### src/rtl/sdram_fifo_pkg.sv
// Shared definitions for the SDRAM read path feeding the stream async FIFO.
// Burst length is shared with the SDRAM controller so both sides agree on beat counts.
package sdram_fifo_pkg;

  localparam int unsigned BURST_LEN_DFLT = 8;
  localparam int unsigned ADDR_W_DFLT    = 24;
  localparam int unsigned DATA_W_DFLT    = 16;

  typedef enum logic [1:0] {
    ST_IDLE      = 2'd0,
    ST_REQ       = 2'd1,
    ST_WAIT_DATA = 2'd2,
    ST_DONE      = 2'd3
  } feeder_state_e;

endpackage : sdram_fifo_pkg

### src/rtl/sdram_rd_fifo_feeder.sv
// Write-side feeder: fetches a programmed word count from SDRAM in fixed bursts
// and pushes each returned beat into the async FIFO, dropping beats while Full.
module sdram_rd_fifo_feeder
  import sdram_fifo_pkg::*;
#(
  parameter int unsigned Addr_Width = ADDR_W_DFLT,
  parameter int unsigned Data_Width = DATA_W_DFLT,
  parameter int unsigned Burst_Len  = BURST_LEN_DFLT,
  parameter int unsigned Cnt_Width  = 16
) (
  input  logic                  WClk,
  input  logic                  Rst_n,
  input  logic                  Start,
  input  logic [Addr_Width-1:0] Start_Addr,
  input  logic [Cnt_Width-1:0]  Xfer_Words,
  output logic                  Rd_Req,
  output logic [Addr_Width-1:0] Rd_Addr,
  input  logic                  Rd_Ack,
  input  logic                  Rd_Valid,
  input  logic [Data_Width-1:0] Rd_Data,
  input  logic                  Fifo_Full,
  output logic                  Fifo_Wen,
  output logic [Data_Width-1:0] Fifo_Wdata,
  output logic                  Busy,
  output logic                  Done,
  output logic                  Overflow
);

  localparam int unsigned BEAT_W = (Burst_Len > 1) ? $clog2(Burst_Len) : 1;
  localparam logic [BEAT_W-1:0]     BEAT_LAST  = BEAT_W'(Burst_Len - 1);
  localparam logic [Cnt_Width-1:0]  BURST_CNT  = Cnt_Width'(Burst_Len);
  localparam logic [Cnt_Width-1:0]  LOW_MASK   = Cnt_Width'(Burst_Len - 1);
  localparam logic [Addr_Width-1:0] BURST_ADDR = Addr_Width'(Burst_Len);

  feeder_state_e         state_q, state_d;
  logic                  rd_req_q, rd_req_d;
  logic [Addr_Width-1:0] rd_addr_q, rd_addr_d;
  logic [BEAT_W-1:0]     beat_q, beat_d;
  logic [Cnt_Width-1:0]  remaining_q, remaining_d;
  logic                  fifo_wen_q, fifo_wen_d;
  logic [Data_Width-1:0] fifo_wdata_q, fifo_wdata_d;
  logic                  busy_q, busy_d;
  logic                  done_q, done_d;
  logic                  overflow_q, overflow_d;

  logic [Cnt_Width-1:0]  start_words_c;
  logic [Cnt_Width-1:0]  rem_after_burst_c;

  // Partial bursts are never fetched: the sub-burst remainder is discarded.
  assign start_words_c     = Xfer_Words & ~LOW_MASK;
  assign rem_after_burst_c = remaining_q - BURST_CNT;

  always_ff @(posedge WClk or negedge Rst_n) begin
    if (!Rst_n) begin
      state_q      <= ST_IDLE;
      rd_req_q     <= 1'b0;
      rd_addr_q    <= '0;
      beat_q       <= '0;
      remaining_q  <= '0;
      fifo_wen_q   <= 1'b0;
      fifo_wdata_q <= '0;
      busy_q       <= 1'b0;
      done_q       <= 1'b0;
      overflow_q   <= 1'b0;
    end else begin
      state_q      <= state_d;
      rd_req_q     <= rd_req_d;
      rd_addr_q    <= rd_addr_d;
      beat_q       <= beat_d;
      remaining_q  <= remaining_d;
      fifo_wen_q   <= fifo_wen_d;
      fifo_wdata_q <= fifo_wdata_d;
      busy_q       <= busy_d;
      done_q       <= done_d;
      overflow_q   <= overflow_d;
    end
  end

  always_comb begin
    state_d      = state_q;
    rd_req_d     = rd_req_q;
    rd_addr_d    = rd_addr_q;
    beat_d       = beat_q;
    remaining_d  = remaining_q;
    fifo_wen_d   = 1'b0;
    fifo_wdata_d = fifo_wdata_q;
    overflow_d   = overflow_q;

    unique case (state_q)
      ST_IDLE: begin
        if (Start) begin
          rd_addr_d   = Start_Addr;
          remaining_d = start_words_c;
          overflow_d  = 1'b0;
          state_d     = (start_words_c == '0) ? ST_DONE : ST_REQ;
        end
      end
      ST_REQ: begin
        // A raised request is held until acked, even if the FIFO fills meanwhile.
        if (rd_req_q) begin
          if (Rd_Ack) begin
            rd_req_d  = 1'b0;
            rd_addr_d = rd_addr_q + BURST_ADDR;
            beat_d    = '0;
            state_d   = ST_WAIT_DATA;
          end
        end else begin
          rd_req_d = ~Fifo_Full;
        end
      end
      ST_WAIT_DATA: begin
        if (Rd_Valid) begin
          fifo_wdata_d = Rd_Data;
          fifo_wen_d   = ~Fifo_Full;
          if (Fifo_Full) begin
            overflow_d = 1'b1;
          end
          beat_d = beat_q + BEAT_W'(1);
          if (beat_q == BEAT_LAST) begin
            remaining_d = rem_after_burst_c;
            state_d     = (rem_after_burst_c == '0) ? ST_DONE : ST_REQ;
          end
        end
      end
      ST_DONE: begin
        state_d = ST_IDLE;
      end
      default: begin
        state_d = ST_IDLE;
      end
    endcase

    busy_d = (state_d != ST_IDLE);
    done_d = (state_d == ST_DONE);
  end

  assign Rd_Req     = rd_req_q;
  assign Rd_Addr    = rd_addr_q;
  assign Fifo_Wen   = fifo_wen_q;
  assign Fifo_Wdata = fifo_wdata_q;
  assign Busy       = busy_q;
  assign Done       = done_q;
  assign Overflow   = overflow_q;

endmodule : sdram_rd_fifo_feeder

### config.mk
export PLATFORM = sky130hd
export DESIGN_NAME = sdram_rd_fifo_feeder
export DESIGN_NICKNAME = d
export VERILOG_FILES = /design/src/rtl/sdram_fifo_pkg.sv /design/src/rtl/sdram_rd_fifo_feeder.sv
export SDC_FILE = /design/constraint.sdc
export NUM_CORES = 1
export LEC_CHECK = 0
export CAP_MARGIN = 20
export CORE_ASPECT_RATIO = 1.4
export CORE_MARGIN = 4
export CORE_UTILIZATION = 42
export CTS_CLUSTER_SIZE = 16
export DETAILED_ROUTE_END_ITERATION = 8
export PLACE_DENSITY = 0.74
export SYNTH_ARGS = -nofsm -noshare
export SYNTH_HDL_FRONTEND = slang
export SYNTH_SLANG_ARGS = --single-unit
### constraint.sdc
create_clock -name WClk -period 1.6 [get_ports WClk]
set_input_delay 0.16 -clock WClk [delete_from_list [all_inputs] [get_ports WClk]]
set_output_delay 0.16 -clock WClk [all_outputs]
set_load 0.005 [all_outputs]
==> impl_metrics.json <==
{
  "status": "complete, but fails checks",
  "violations": "negative setup slack",
  "syn_nets": 428,
  "hold_viol_final": 0,
  "worst_pin_slew_ps": 407.4,
  "slew_headroom_pct": 72.62,
  "synth-edff-count": 0,
  "overflow": 0,
  "cp_max_fo": 3,
  "seq_area_frac_synth_pct": 46.49,
  "setup_ws_ps": -97.43,
  "drtIter0Drc": 271,
  "synth-adder-area-share_pct": 1.476,
  "synth_area_um2": 3391,
  "antenna_left": 0,
  "grt_pass1_vias": 3485,
  "final_cell_area_um2": 5603,
  "synth_top_family_by_area": "compound AO/OA/AOI/OAI gates",
  "worstPathCellList": "nor3_4 > nand3_2 > or4_4 > o311ai_4 > o211ai_1",
  "hp-class": "primary input to async pin",
  "finalCriticalPeriod_ps": 1697,
  "crit_arrival_ps": 1910,
  "antenna_found_initial": 0,
  "die_w_um": 83.94,
  "yosys_warnings": 0,
  "grt_max_degree": 64,
  "ioPinCount": 107,
  "drt_wl_total_um": 11360,
  "fin_skew_ps": 9.207,
  "p_per_area_nw_per_um2": 1891,
  "root_buffer": "clkbuf_8",
  "drc": 0,
  "port_buffers": 103,
  "slew_violations": 0,
  "worstSetupStartpointType": "flop",
  "gp_congestion": 0.9316,
  "max_freq_mhz": 589.1,
  "fillCellCount": 573,
  "wl_per_cell_um": 17.66,
  "timing.final.crit_share_pct": 106.1,
  "syn2layout_area_growth_pct": 65.24,
  "cp-end-kind": "flop",
  "crit_slowest_cell": "or4_4",
  "crit_family": "simple AND/OR/NAND/NOR gates",
  "die_area_um2": 9596,
  "rsz0062_at_grt": "yes",
  "totalPowerFinal_mw": 10.59,
  "cts_sinks": 63,
  "max_cap_viol_count": 0,
  "detailedRoute.firstPassIterationCount": 4,
  "synth.avg_cell_area_um2": 9.367,
  "num_rows": 38,
  "start_util_pct": 43.49,
  "pre_cts_ws_ps": -156.2,
  "finalSetupTns_ps": -282.5,
  "clk_latency_ps": 350,
  "synth_xor_area_share_pct": 0,
  "cts_buffers": 9,
  "grt_pass1_wl_um": 16640,
  "required_ps": 1810,
  "synthSimpleGateAreaFrac_pct": 18.75,
  "core-area_um2": 7797,
  "viasPerCell": 5.733,
  "async_reset_ff_share_pct": 100.0,
  "drive_gt1_share_pct": 30.94,
  "clkTransAtPathRegs_ps": 70,
  "dpl_cell_area_um2": 4933,
  "cts_tree": "yes",
  "ctsLongestPathBuffers": 2,
  "yosysUniqueCellTypes": 49,
  "p_leak_nw": 2.275,
  "htreeDepth": 3,
  "finalSetupViolations": 5,
  "vias": 3686,
  "synth.area.mux_share_pct": 6.310,
  "synth_ff_type": "dfrtp_1",
  "layout.nets": 605,
  "synth_compound_area_share_pct": 22.99,
  "die_h_um": 114.3,
  "synth_cells": 362,
  "peakVddDrop_uv": 1106,
  "track_usage_pct": 21.83,
  "cp.buffers_inverters": 0,
  "ys_ff_latch": 63,
  "diodes": 0,
  "place_hpwl_um": 7461,
  "criticalPathCategory": "flop to flop",
  "cpPeakStageDelay_ps": 460
}
==> registers in the layout (all words and copies together), names as in the netlist <==
signal / count
beat_q: 3
Rd_Req: 1
Fifo_Wdata: 16
Done: 1
remaining_q: 13
Rd_Addr: 24
Overflow: 1
state_q: 2
Busy: 1
Fifo_Wen: 1
==> cell type report <==
type                            instances  area (µm²)  area share [%]
Timing Repair Buffer                  189        1737           31.00
Clock buffer                           11       141.4           2.523
Multi-Input combinational cell        271        1931           34.46
Tap cell                              100       125.1           2.233
Inverter                                5       18.77          0.3350
Sequential cell                        63        1580           28.20
Clock inverter                          4       70.07           1.251
==> logic make-up (layout without fill, tap and decap cells) <==
family,Yosys count,after routing
fa+ha+maj,4,4
compound gates,122,123
flops,63,63
buf+inv,29,209
simple gates,125,125
mux,19,19
==> cell usage in the layout, fill, tap and decap left out, types with 3 or more instances in the layout <==
| master | count |
|---|---|
| a21oi_1 | 38 |
| a21oi_2 | 3 |
| a22o_1 | 3 |
| a22oi_1 | 3 |
| a2bb2oi_1 | 8 |
| a31oi_1 | 4 |
| and3_1 | 3 |
| buf_12 | 4 |
| buf_2 | 3 |
| buf_4 | 73 |
| buf_6 | 6 |
| clkbuf_8 | 10 |
| clkdlybuf4s50_1 | 101 |
| dfrtp_1 | 60 |
| dfrtp_2 | 3 |
| inv_2 | 3 |
| mux2_2 | 19 |
| nand2_1 | 39 |
| nand3_1 | 12 |
| nand3_2 | 3 |
| nand4_1 | 7 |
| nor2_1 | 24 |
| nor2_4 | 5 |
| nor3_1 | 6 |
| o21ai_0 | 18 |
| o21ai_1 | 4 |
| o22a_1 | 8 |
| o22ai_1 | 10 |
==> cell usage after synthesis, types with 7 or more instances <==
cell type  instances  area (µm²)
dfrtp_1           63        1577
a21oi_1           43       215.2
nand2_1           40       150.1
nor2_1            28       105.1
o21ai_0           23       115.1
mux2_2            19       214.0
nand3_1           14       70.07
buf_2             10       50.05
o22ai_1           10       62.56
clkbuf_1           9       33.78
a2bb2oi_1          8       70.07
nor3_1             8       40.04
o22a_1             8       70.07
nand4_1            7       43.79
==> power by group <==
part           switching [mW]  leakage (nW)  internal, mW
clock                   0.618         0.109         0.906
combinational            2.66          1.43          3.36
sequential              0.696         0.740          2.36
==> worst reg2reg max path: stages (launching register included) <==
cell and delay, ps:
dfrtp_1 430, nor3_4 220, nand3_2 120, or4_4 460
o311ai_4 220, o211ai_1 130
==> per-stage QoR <==
stage                     hold slack [ps]  util (%)  cells
after global routing                378.8     71.85    643
after detailed placement            203.9     63.27    601
after CTS                           364.3     66.94    620
after floorplan                    -135.6         -    362
after global placement              200.6     63.27    601
final                               360.8     71.85    643
==> repair_timing <==
item	4_1_cts	5_1_grt
setup buffers	2	22
resized for setup	16	50
pin swaps	5	29
cloned	1	2
setup endpoints to repair	17	35
hold buffers	1	0
hold endpoints to repair	63	0
==> path summary, 6_finish.rpt <==
path                       slack [ps]            from         endpoint  cells past startpoint
max in group asynchronous         940           Rst_n       state_q[0]                      3
min in group WClk                 390   Start_Addr[3]       Rd_Addr[3]                      3
setup / recovery                 -100  remaining_q[8]  remaining_q[15]                      5
setup reg to reg                 -100  remaining_q[8]  remaining_q[15]                      5
hold reg to reg                   500   Fifo_Wdata[6]    Fifo_Wdata[6]                      1
hold / removal                    360           Rst_n       Rd_Addr[5]                      3
==> routing by layer <==
| metal | wire [µm] | GRT usage (%) | vias up | share of wire (%) |
|---|---|---|---|---|
| met1 | 4293 | 24.31 | 1777 | 38 |
| met4 | 424 | 10.19 | 0 | 3.7 |
| met2 | 5979 | 39.19 | 158 | 53 |
| met5 | 0 | 0 | - | 0 |
| met3 | 659 | 5.184 | 35 | 5.8 |
| li1 | - | - | 1716 | - |
(Power assumes the default switching activity.)
